File: src/rtl/uart_pkg.sv
// Shared UART types and line-level constants for the transmit (and future receive) path.
package uart_pkg;

  typedef enum logic [2:0] {
    IDLE,
    START,
    DATA,
    PARITY,
    STOP
  } uart_tx_state_t;

  localparam int   UART_DATA_BITS   = 8;
  localparam logic UART_IDLE_LEVEL  = 1'b1;
  localparam logic UART_START_LEVEL = 1'b0;

  function automatic logic uart_even_parity(input logic [UART_DATA_BITS-1:0] data);
    return ^data;
  endfunction

endpackage

File: src/rtl/uart_tx_fifo.sv
// Circular-buffer FIFO with registered full flag; push is ignored while full, pop while empty.
module uart_tx_fifo #(
  parameter int DEPTH = 16,
  parameter int WIDTH = 8,
  localparam int AW   = $clog2(DEPTH)
) (
  input  logic             clk,
  input  logic             reset_n,
  input  logic             push,
  input  logic [WIDTH-1:0] push_data,
  input  logic             pop,
  output logic [WIDTH-1:0] pop_data,
  output logic             full,
  output logic             empty,
  output logic [AW:0]      count
);

  localparam logic [AW:0] FULL_CNT = (AW+1)'(DEPTH);

  logic [WIDTH-1:0] mem_q [DEPTH];
  logic [AW-1:0]    wr_ptr_q, wr_ptr_d;
  logic [AW-1:0]    rd_ptr_q, rd_ptr_d;
  logic [AW:0]      count_q, count_d;
  logic             full_q, full_d;
  logic             push_ok, pop_ok;

  // Acceptance uses the registered flag only: a push alongside a pop while full is dropped.
  assign push_ok = push && !full_q;
  assign pop_ok  = pop && (count_q != '0);

  always_comb begin
    wr_ptr_d = wr_ptr_q;
    rd_ptr_d = rd_ptr_q;
    count_d  = count_q;
    if (push_ok) wr_ptr_d = wr_ptr_q + AW'(1);
    if (pop_ok)  rd_ptr_d = rd_ptr_q + AW'(1);
    case ({push_ok, pop_ok})
      2'b10:   count_d = count_q + (AW+1)'(1);
      2'b01:   count_d = count_q - (AW+1)'(1);
      default: count_d = count_q;
    endcase
    full_d = (count_d == FULL_CNT);
  end

  always_ff @(posedge clk) begin
    if (!reset_n) begin
      wr_ptr_q <= '0;
      rd_ptr_q <= '0;
      count_q  <= '0;
      full_q   <= 1'b0;
    end else begin
      wr_ptr_q <= wr_ptr_d;
      rd_ptr_q <= rd_ptr_d;
      count_q  <= count_d;
      full_q   <= full_d;
    end
  end

  always_ff @(posedge clk) begin
    if (push_ok) mem_q[wr_ptr_q] <= push_data;
  end

  assign pop_data = mem_q[rd_ptr_q];
  assign full     = full_q;
  assign empty    = (count_q == '0);
  assign count    = count_q;

endmodule

File: src/rtl/uart_tx_buffered.sv
// Buffered UART transmitter, 8N1 LSB first, frames sent back-to-back while data is queued.
// Define UART_TX_PARITY_EN for 8E1 framing (even parity bit between data and stop).
module uart_tx_buffered
  import uart_pkg::*;
#(
  parameter int CLK_PER_BIT = 868,
  parameter int FIFO_DEPTH  = 16
) (
  input  logic       clk,
  input  logic       reset_n,
  input  logic [7:0] wr_data,
  input  logic       wr_en,
  output logic       full,
  output logic       busy,
  output logic       txd
);

  localparam int BAUD_W = (CLK_PER_BIT > 1) ? $clog2(CLK_PER_BIT) : 1;
  localparam int BIT_W  = $clog2(UART_DATA_BITS);
  localparam int CNT_W  = $clog2(FIFO_DEPTH) + 1;
  localparam logic [BAUD_W-1:0] BAUD_LAST = BAUD_W'(CLK_PER_BIT - 1);
  localparam logic [BIT_W-1:0]  BIT_LAST  = BIT_W'(UART_DATA_BITS - 1);

  uart_tx_state_t            state_q, state_d;
  logic [BAUD_W-1:0]         baud_q, baud_d;
  logic [BIT_W-1:0]          bit_q, bit_d;
  logic [UART_DATA_BITS-1:0] shift_q, shift_d;
  logic                      txd_q, txd_d;
  logic                      busy_q, busy_d;
`ifdef UART_TX_PARITY_EN
  logic                      parity_q, parity_d;
`endif

  logic                      fifo_pop;
  logic [UART_DATA_BITS-1:0] fifo_pop_data;
  logic                      fifo_full;
  logic                      fifo_empty;
  logic [CNT_W-1:0]          fifo_count;
  logic                      push_acc;
  logic                      baud_done;

  uart_tx_fifo #(
    .DEPTH (FIFO_DEPTH),
    .WIDTH (UART_DATA_BITS)
  ) u_fifo (
    .clk       (clk),
    .reset_n   (reset_n),
    .push      (wr_en),
    .push_data (wr_data),
    .pop       (fifo_pop),
    .pop_data  (fifo_pop_data),
    .full      (fifo_full),
    .empty     (fifo_empty),
    .count     (fifo_count)
  );

  assign push_acc  = wr_en && !fifo_full;
  assign baud_done = (baud_q == BAUD_LAST);

  always_comb begin
    state_d  = state_q;
    baud_d   = baud_q;
    bit_d    = bit_q;
    shift_d  = shift_q;
    fifo_pop = 1'b0;
`ifdef UART_TX_PARITY_EN
    parity_d = parity_q;
`endif

    case (state_q)
      IDLE: begin
        if (!fifo_empty) begin
          fifo_pop = 1'b1;
          shift_d  = fifo_pop_data;
          baud_d   = '0;
          state_d  = START;
`ifdef UART_TX_PARITY_EN
          parity_d = uart_even_parity(fifo_pop_data);
`endif
        end
      end
      START: begin
        if (baud_done) begin
          baud_d  = '0;
          bit_d   = '0;
          state_d = DATA;
        end else begin
          baud_d = baud_q + BAUD_W'(1);
        end
      end
      DATA: begin
        if (baud_done) begin
          baud_d  = '0;
          shift_d = shift_q >> 1;
          if (bit_q == BIT_LAST) begin
`ifdef UART_TX_PARITY_EN
            state_d = PARITY;
`else
            state_d = STOP;
`endif
          end else begin
            bit_d = bit_q + BIT_W'(1);
          end
        end else begin
          baud_d = baud_q + BAUD_W'(1);
        end
      end
`ifdef UART_TX_PARITY_EN
      PARITY: begin
        if (baud_done) begin
          baud_d  = '0;
          state_d = STOP;
        end else begin
          baud_d = baud_q + BAUD_W'(1);
        end
      end
`endif
      STOP: begin
        if (baud_done) begin
          baud_d = '0;
          // Chain straight into the next start bit so queued frames leave no idle gap.
          if (!fifo_empty) begin
            fifo_pop = 1'b1;
            shift_d  = fifo_pop_data;
            state_d  = START;
`ifdef UART_TX_PARITY_EN
            parity_d = uart_even_parity(fifo_pop_data);
`endif
          end else begin
            state_d = IDLE;
          end
        end else begin
          baud_d = baud_q + BAUD_W'(1);
        end
      end
      default: begin
        state_d = IDLE;
        baud_d  = '0;
      end
    endcase

    // Line level follows the next state so txd changes on the same edge as the FSM.
    case (state_d)
      START:   txd_d = UART_START_LEVEL;
      DATA:    txd_d = shift_d[0];
`ifdef UART_TX_PARITY_EN
      PARITY:  txd_d = parity_d;
`endif
      default: txd_d = UART_IDLE_LEVEL;
    endcase

    busy_d = (state_d != IDLE) || push_acc || (fifo_count != '0);
  end

  always_ff @(posedge clk) begin
    if (!reset_n) begin
      state_q  <= IDLE;
      baud_q   <= '0;
      bit_q    <= '0;
      shift_q  <= '0;
      txd_q    <= UART_IDLE_LEVEL;
      busy_q   <= 1'b0;
`ifdef UART_TX_PARITY_EN
      parity_q <= 1'b0;
`endif
    end else begin
      state_q  <= state_d;
      baud_q   <= baud_d;
      bit_q    <= bit_d;
      shift_q  <= shift_d;
      txd_q    <= txd_d;
      busy_q   <= busy_d;
`ifdef UART_TX_PARITY_EN
      parity_q <= parity_d;
`endif
    end
  end

  assign txd  = txd_q;
  assign busy = busy_q;
  assign full = fifo_full;

endmodule

File: config.mk
export PLATFORM = sky130hd
export DESIGN_NAME = uart_tx_buffered
export DESIGN_NICKNAME = d
export VERILOG_FILES = /design/src/rtl/uart_pkg.sv /design/src/rtl/uart_tx_fifo.sv /design/src/rtl/uart_tx_buffered.sv
export SDC_FILE = /design/constraint.sdc
export NUM_CORES = 1
export LEC_CHECK = 0
export BUFFER_PORTS_ARGS = -buffer_cell sky130_fd_sc_hd__buf_2
export CAP_MARGIN = 40
export CORE_MARGIN = 4
export CORE_UTILIZATION = 60
export CTS_CLUSTER_DIAMETER = 120
export DETAILED_ROUTE_END_ITERATION = 10
export GPL_TIMING_DRIVEN = 0
export PLACE_DENSITY = 0.8
export SYNTH_ARGS = -nofsm -noshare
export SYNTH_HDL_FRONTEND = slang
export SYNTH_SLANG_ARGS = --single-unit
File: constraint.sdc
create_clock -name clk -period 3.3 [get_ports clk]
set_input_delay 0.99 -clock clk [delete_from_list [all_inputs] [get_ports clk]]
set_output_delay 0.99 -clock clk [all_outputs]
set_load 0.02 [all_outputs]
Word-level counts from Yosys, hierarchy flattened
Memory sizes are Yosys's and may differ from the RTL's. A register that Yosys moved wholly into a read port is not among the register bits.
Index checks and enable logic that the tools add are counted.
{"block": "totals", "output_inout_bits": 3, "input_bits": 11, "register_bits": 40, "ramBits": 128, "mem_count": 1, "word_cells": 74}
{"name": "u_fifo.mem_q", "words": 16, "word_bits": 8, "read_ports": 1, "rd_clocked_by_memory_dff": 1, "wr": 1, "line_no": "uart_tx_fifo.sv:20", "text": "logic [WIDTH-1:0] mem_q [DEPTH];"}
{"block": "op_classes", "n_addsub": 6, "eq_ne": 15, "n_mux": 27, "n_reduce_logical": 14}
{"operator": "$mux 3", "n": 8}
{"operator": "$mux 8", "n": 3}
{"operator": "$pmux 8 s3", "n": 1}
{"operator": "$mux 10", "n": 2}
{"operator": "$pmux 10 s2", "n": 1}
{"operator": "$pmux 3 s4", "n": 1}
{"operator": "$add 10x1->10 const B", "n": 1}
{"operator": "$eq 10x10->1 const B", "n": 1}
{"operator": "$ne 2x2->1 const B", "n": 5}
{"operator": "$pmux 5 s2", "n": 1}
{"operator": "$add 4x1->4 const B", "n": 2}
{"operator": "$mux 4", "n": 2}
{"operator": "$eq 3x1->1 const B", "n": 2}
{"operator": "$eq 3x2->1 const B", "n": 2}
{"operator": "$eq 3x3->1 const B", "n": 2}
{"operator": "$pmux 3 s2", "n": 1}
{"operator": "$reduce_bool 3->1", "n": 2}
{"operator": "$add 5x1->5 const B", "n": 1}
{"operator": "$eq 5x5->1 const B", "n": 1}
{"operator": "$logic_not 5->1", "n": 1}
{"operator": "$mux 1", "n": 5}
{"operator": "$reduce_bool 5->1", "n": 1}
{"operator": "$sub 5x1->5 const B", "n": 1}
{"operator": "$pmux 1 s2", "n": 2}
{"operator": "11 further kinds", "n": 13}

Logic depth before layout (Yosys ltp)
{"block": "logic_depth", "ltp_word": 8, "mapped_depth": 12, "depth_no_buf": 12}

Hierarchy
From an unflattened synthesis, not the netlist that was laid out.
{"block": "hier_totals", "hier_cells": 466, "area_unflattened_um2": 7310.8}
{"mod": "uart_tx_fifo", "cells_each": 297, "n_inst": 1, "seq_area_each_um2": 4204.0, "area_per_inst_um2": 5879.4}
{"mod": "uart_tx_buffered", "cells_each": 169, "n_inst": 1, "seq_area_each_um2": 520.5, "area_per_inst_um2": 1431.4}

Least setup slack after synthesis
OpenSTA, ideal clock, no wires.
{"block": "synth_timing", "path_type": "input port to flip-flop", "startpoint": "input wr_en", "endpoint": "register u_fifo.full_q, in the netlist u_fifo.full", "cell_stages": 11, "t_arrival_ps": 3005, "path_buffers": 1, "setup_time_ps": 96, "setup_slack_ps": 199, "required_ps": 3204, "path_cell_list": "nor2b_1 > clkbuf_1 > inv_1 > ha_1 > xor2_1 > ha_1 > nor2b_1 > o32a_1 > a31oi_1 > xor2_1 > nor4b_1"}
{"block": "synth_between", "elab_chain_len": 4, "word_cells_on_any_way": 5, "cone_classes": "3 x eq/ne; 1 x mux; 1 x reduce/logical"}
{"item": "from (decl)", "line_no": "uart_tx_buffered.sv:12", "text": "input logic wr_en,"}
{"item": "$logic_and 1x1->1 (*)", "line_no": "uart_tx_fifo.sv:28", "text": "assign push_ok = push && !full_q;"}
{"item": "$eq 2x1->1 / $eq 2x2->1 (equally long branches)", "line_no": "uart_tx_fifo.sv:37", "text": "case ({push_ok, pop_ok})"}
{"item": "$pmux 5 s2 (*)", "line_no": "uart_tx_fifo.sv:37"}
{"item": "$eq 5x5->1 (*)", "line_no": "uart_tx_fifo.sv:42", "text": "full_d = (count_d == FULL_CNT);"}
{"item": "to (signal assigned)", "line_no": "uart_tx_fifo.sv:55", "text": "full_q <= full_d;"}
{"item": "to (decl)", "line_no": "uart_tx_fifo.sv:24", "text": "logic full_q, full_d;"}
Every way passes the cells marked *; elsewhere a longest branch is shown, timed or not.
A chain may end at the register's enable or synchronous reset.

Worst setup path in the final report
{"block": "layout_timing", "startpoint": "register u_fifo.count_q[2], in the netlist u_fifo.count[2]", "endpoint": "register u_fifo.full_q, in the netlist u_fifo.full"}
{"block": "layout_between", "elab_chain_len": 8, "word_cells_on_any_way": 12, "cone_classes": "2 x add/sub; 3 x eq/ne; 4 x mux; 3 x reduce/logical"}
{"item": "from (decl)", "line_no": "uart_tx_fifo.sv:23", "text": "logic [AW:0] count_q, count_d;"}
{"item": "from (signal assigned)", "line_no": "uart_tx_fifo.sv:54", "text": "count_q <= count_d;"}
{"item": "$logic_not 5->1", "line_no": "uart_tx_fifo.sv:65", "text": "assign empty = (count_q == '0);"}
{"item": "$mux 1", "line_no": "uart_tx_buffered.sv:72, uart_tx_buffered.sv:122"}
{"item": "$mux 1", "line_no": "uart_tx_buffered.sv:119", "text": "if (baud_done) begin"}
{"item": "$pmux 1 s2", "line_no": "uart_tx_buffered.sv:70", "text": "case (state_q)"}
{"item": "$logic_and 1x1->1", "line_no": "uart_tx_fifo.sv:29", "text": "assign pop_ok = pop && (count_q != '0);"}
{"item": "$eq 2x1->1 / $eq 2x2->1 (equally long branches)", "line_no": "uart_tx_fifo.sv:37"}
{"item": "$pmux 5 s2 (*)", "line_no": "uart_tx_fifo.sv:37"}
{"item": "$eq 5x5->1 (*)", "line_no": "uart_tx_fifo.sv:42"}
Marked as above.

==> qor.yml <==
global_route:
  groute.layer.met3.usage_pct: 6.08
  global_route.usage.met2_pct: 37.3
  gr-max-usage-layer: "met2"
  antenna_violations_before_repair: 0
  overall_routing_resource_usage_pct: 23.3
  number_of_global_route_vias_before_repair: 4456
  maximum_number_of_pins_on_one_net_before_global_route_repair: 17
  first_pass_grt_wire_length_mm: 24.4
  globalRouteMet1Util_pct: 30.5
  grt-ovfl-total: 0
floorplanning:
  placement_rows: 40
  io-pin-count: 14
  core_sq_um: 12000
  die_area_sq_um: 14000
  die-height_um: 118
  fp.dieW_um: 118
  starting_density_pct: 61.1
setup_path:
  worstPathArrival_ns: 3.43
  critical_path.max_fanout: 9
  crit_required_ns: 3.63
  regToRegEndpoint: "u_fifo.full$_SDFF_PN0_"
  r2r-start: "u_fifo.count[2]$_SDFF_PN0_"
  timing.reg2reg.worst_path_depth: 12
  worst_setup_path_start_kind: "flop"
  timing.reg2reg.setup_slack_ns: 0.20
  path_class: "reg2reg"
  critPathLaunch: "u_fifo.count[2]$_SDFF_PN0_"
  critPathCaptureType: "flop"
timing:
  clock-skew-final_ns: 0.0126
  min_clock_period_post_route_ns: 3.10
  worst_slew_pin_slew_ns: 0.900
  final-setup-viol-count: 0
  achievable-frequency_ghz: 0.323
  timing_hold_violations_final: 0
  slew_headroom_pct: 39.8
  finalHoldWorstSlack_ns: 0.468
  timing_max_transition_violations_final: 0
  min_period_over_period_pct: 93.9
min_path:
  hold_path_end: "bit_q[2]$_SDFFE_PN0P_"
  whs_path_depth: 2
  class_of_the_worst_hold_path: "reg2reg"
  hold_path_origin: "bit_q[2]$_SDFFE_PN0P_"
job:
  max-cap-violations: 0
placed_design:
  final_weighted_congestion_in_routability_driven_placement: 0.830
  count_of_input_and_output_buffers: 13
  post_dp_cell_area_sq_um: 7580
  place.detailed.hpwl_mm: 9.93
cells_and_area:
  final_standard_cell_area_without_fillers_sq_um: 8220
  nets: 559
  sequential_cell_area_sq_um: 4720
  post_route_cells_drive_above_1_share_pct: 20.4
  antenna-diode-count: 0
  final_core_util_pct: 68.7
  fillCellCount: 769
  area_growth_pct: 12.4
  multi_input_comb_area_sq_um: 2390
synthesis:
  syn_area_per_cell_sq_um: 14.7
  synth-warning-count: 0
  synthesis.area_sq_um: 7310
  yosys_most_used_dff: "sky130_fd_sc_hd__edfxtp_1"
  synth_simple_gate_area_share_pct: 9.49
  synthAdderAreaFrac_pct: 1.88
  synth_fp_nets: 519
  async_reset_ff_share_pct: 0
  synth-edff-count: 128
  synth.mux.area_fraction_pct: 9.93
  fraction_of_the_yosys_area_taken_by_sequential_cells_pct: 64.7
  postSynthRegisterBits: 172
  synth_compound_gate_area_share_pct: 8.80
  combinational_family_with_the_most_area_after_synthesis: "multiplexers"
  syn_inst: 497
  synth_xor_area_share_pct: 2.40
  post_synth_num_cell_types: 59
route:
  post_drt_via_cell_ratio: 6.25
  drt.antenna.violating_nets: 0
  drt-pass1-iter-count: 7
  route.detailed.wl_per_inst_um: 21.9
  vias: 4357
  routed_wirelength_mm: 15.3
  drt_iter0_drc: 641
  drc: 0
power_and_ir_drop:
  cellPowerDensity_nw_per_um2: 770
  vdd_ir_drop_max_v: 0.000557
  leakage_power_summed_over_all_cells_nw: 2.76
clock_network:
  cts.root.buffer_cell: "sky130_fd_sc_hd__clkbuf_16"
  clockBufferDepth: 2
  cts_tree: "yes"
  cts-hold-fix-buffers: 0
  htreeDepth: 4
  cts.clk_slew.worst_paths_ns: 0.06
  clk-insertion-delay-late_ns: 0.43
  cts_inserted_buffers: 17
  clock_sink_count: 172
status:
  outcome: "completed"
-- registers in the layout, indices dropped and copies added, names as in the netlist, named ones only --
name	flops
u_fifo.full	1
state_q	3
u_fifo.wr_ptr_q	4
bit_q	3
u_fifo.count	5
u_fifo.mem_q	128
u_fifo.rd_ptr_q	4
busy	1
txd	1
shift_q	8
baud_q	10
-- worst max path at each step --
| stage | cells past startpoint | end |
|---|---|---|
| 2_1_floorplan | 11 | u_fifo.full$_SDFF_PN0_ |
| 3_3_place_gp | 12 | u_fifo.full$_SDFF_PN0_ |
| 3_5_place_dp | 12 | u_fifo.full$_SDFF_PN0_ |
| 4_1_cts | 12 | u_fifo.full$_SDFF_PN0_ |
| 5_1_grt | 12 | u_fifo.full$_SDFF_PN0_ |
| 6_report | 12 | u_fifo.full$_SDFF_PN0_ |
-- cell usage in the layout, fill, tap and decap left out, types with 3 or more instances in the layout --
master / synthesis / final
sky130_fd_sc_hd__edfxtp_1: 128 / 128
sky130_fd_sc_hd__dfxtp_1: 44 / 44
sky130_fd_sc_hd__nor2_1: 42 / 42
sky130_fd_sc_hd__mux4_2: 26 / 26
sky130_fd_sc_hd__buf_2: 8 / 23
sky130_fd_sc_hd__nand2_1: 19 / 19
sky130_fd_sc_hd__a21oi_1: 17 / 17
sky130_fd_sc_hd__clkbuf_16: 0 / 17
sky130_fd_sc_hd__xor2_1: 14 / 14
sky130_fd_sc_hd__nor3_1: 14 / 14
sky130_fd_sc_hd__mux2i_1: 14 / 14
sky130_fd_sc_hd__a22oi_1: 14 / 14
sky130_fd_sc_hd__clkbuf_1: 11 / 11
sky130_fd_sc_hd__inv_1: 10 / 10
sky130_fd_sc_hd__buf_4: 3 / 9
sky130_fd_sc_hd__o211ai_1: 9 / 9
sky130_fd_sc_hd__ha_1: 11 / 9
sky130_fd_sc_hd__and2_1: 8 / 8
sky130_fd_sc_hd__nand4_1: 8 / 8
sky130_fd_sc_hd__nor2b_1: 7 / 7
sky130_fd_sc_hd__and3_1: 7 / 7
sky130_fd_sc_hd__o22ai_1: 7 / 7
sky130_fd_sc_hd__a31oi_1: 7 / 7
sky130_fd_sc_hd__xnor2_1: 6 / 6
sky130_fd_sc_hd__a311oi_1: 6 / 6
sky130_fd_sc_hd__nand3_1: 5 / 5
sky130_fd_sc_hd__buf_6: 4 / 4
sky130_fd_sc_hd__o221a_2: 4 / 4
sky130_fd_sc_hd__or3_1: 4 / 4
sky130_fd_sc_hd__nand2b_1: 3 / 3
sky130_fd_sc_hd__o21ai_0: 3 / 3
sky130_fd_sc_hd__clkinv_1: 1 / 3
sky130_fd_sc_hd__inv_8: 0 / 3
-- worst max-delay path, stage by stage (launching register included) --
cell and delay [ns]:
sky130_fd_sc_hd__dfxtp_1 0.30, sky130_fd_sc_hd__clkbuf_1 0.22, sky130_fd_sc_hd__nor3_4 0.34, sky130_fd_sc_hd__nand2_1 0.24, sky130_fd_sc_hd__o21a_2 0.21, sky130_fd_sc_hd__ha_2 0.22
sky130_fd_sc_hd__xor2_1 0.15, sky130_fd_sc_hd__ha_1 0.24, sky130_fd_sc_hd__nor2b_1 0.14, sky130_fd_sc_hd__o32a_1 0.30, sky130_fd_sc_hd__a31oi_1 0.19, sky130_fd_sc_hd__xor2_1 0.21
sky130_fd_sc_hd__nor4b_2 0.24
-- power by group --
part	internal, W	leakage [nW]	total, W	switching [W]
Combinational	0.000740	0.959	0.00174	0.000995
Clock	0.00113	0.284	0.00198	0.000855
Sequential	0.00250	1.52	0.00261	0.000109
-- cell type report --
| cell class | instances | area share (%) |
|---|---|---|
| Tap cell | 147 | 2.24 |
| Clock buffer | 17 | 5.18 |
| Buffer | 28 | 2.03 |
| Sequential cell | 172 | 57.5 |
| Timing Repair Buffer | 21 | 1.46 |
| Inverter | 11 | 0.503 |
| Multi-Input combinational cell | 286 | 29.1 |
| Clock inverter | 15 | 1.96 |
-- Yosys cell counts, types with 8 or more instances --
cell type                  count  area [sq um]
sky130_fd_sc_hd__a21oi_1      17          85.1
sky130_fd_sc_hd__a22oi_1      14           105
sky130_fd_sc_hd__and2_1        8          50.1
sky130_fd_sc_hd__buf_2         8          40.0
sky130_fd_sc_hd__clkbuf_1     11          41.3
sky130_fd_sc_hd__dfxtp_1      44           881
sky130_fd_sc_hd__edfxtp_1    128          3840
sky130_fd_sc_hd__ha_1         11           138
sky130_fd_sc_hd__inv_1        10          37.5
sky130_fd_sc_hd__mux2i_1      14           140
sky130_fd_sc_hd__mux4_2       26           586
sky130_fd_sc_hd__nand2_1      19          71.3
sky130_fd_sc_hd__nand4_1       8          50.1
sky130_fd_sc_hd__nor2_1       42           158
sky130_fd_sc_hd__nor3_1       14          70.1
sky130_fd_sc_hd__o211ai_1      9          67.6
sky130_fd_sc_hd__xor2_1       14           123
-- per-stage QoR --
step           cells  total power, W  setup TNS, ns  setup WS [ns]
6_report         697         0.00632              0          0.200
5_1_grt          697         0.00664        -0.0310        -0.0310
4_1_cts          694         0.00630              0        0.00819
3_3_place_gp     657         0.00422         -0.126         -0.126
3_5_place_dp     661         0.00429         -0.275         -0.243
2_1_floorplan    497         0.00390              0          0.199
-- metal layers --
| metal | routed length, um | up-vias |
|---|---|---|
| li1 | - | 2018 |
| met1 | 6240 | 2135 |
| met2 | 7610 | 175 |
| met3 | 1090 | 29 |
| met4 | 340 | 0 |
| met5 | 0 | - |
-- kinds of logic (layout without fill, tap and decap cells) --
group / after synthesis / in the layout
multiplexers: 40 / 40
flip-flops: 172 / 172
buffers and inverters: 39 / 92
AO/OA/AOI/OAI: 87 / 87
adder cells (fa/ha/maj): 11 / 11
AND/OR/NAND/NOR: 128 / 128
XOR/XNOR: 20 / 20
-- repair_timing --
action                                  4_1_cts  5_1_grt
resized for setup                             1        3
endpoints found under the setup margin        2        2
buffers inserted                              1        1
pin swaps                                     1        0
Note: power is estimated with default switching activity, not from simulation.
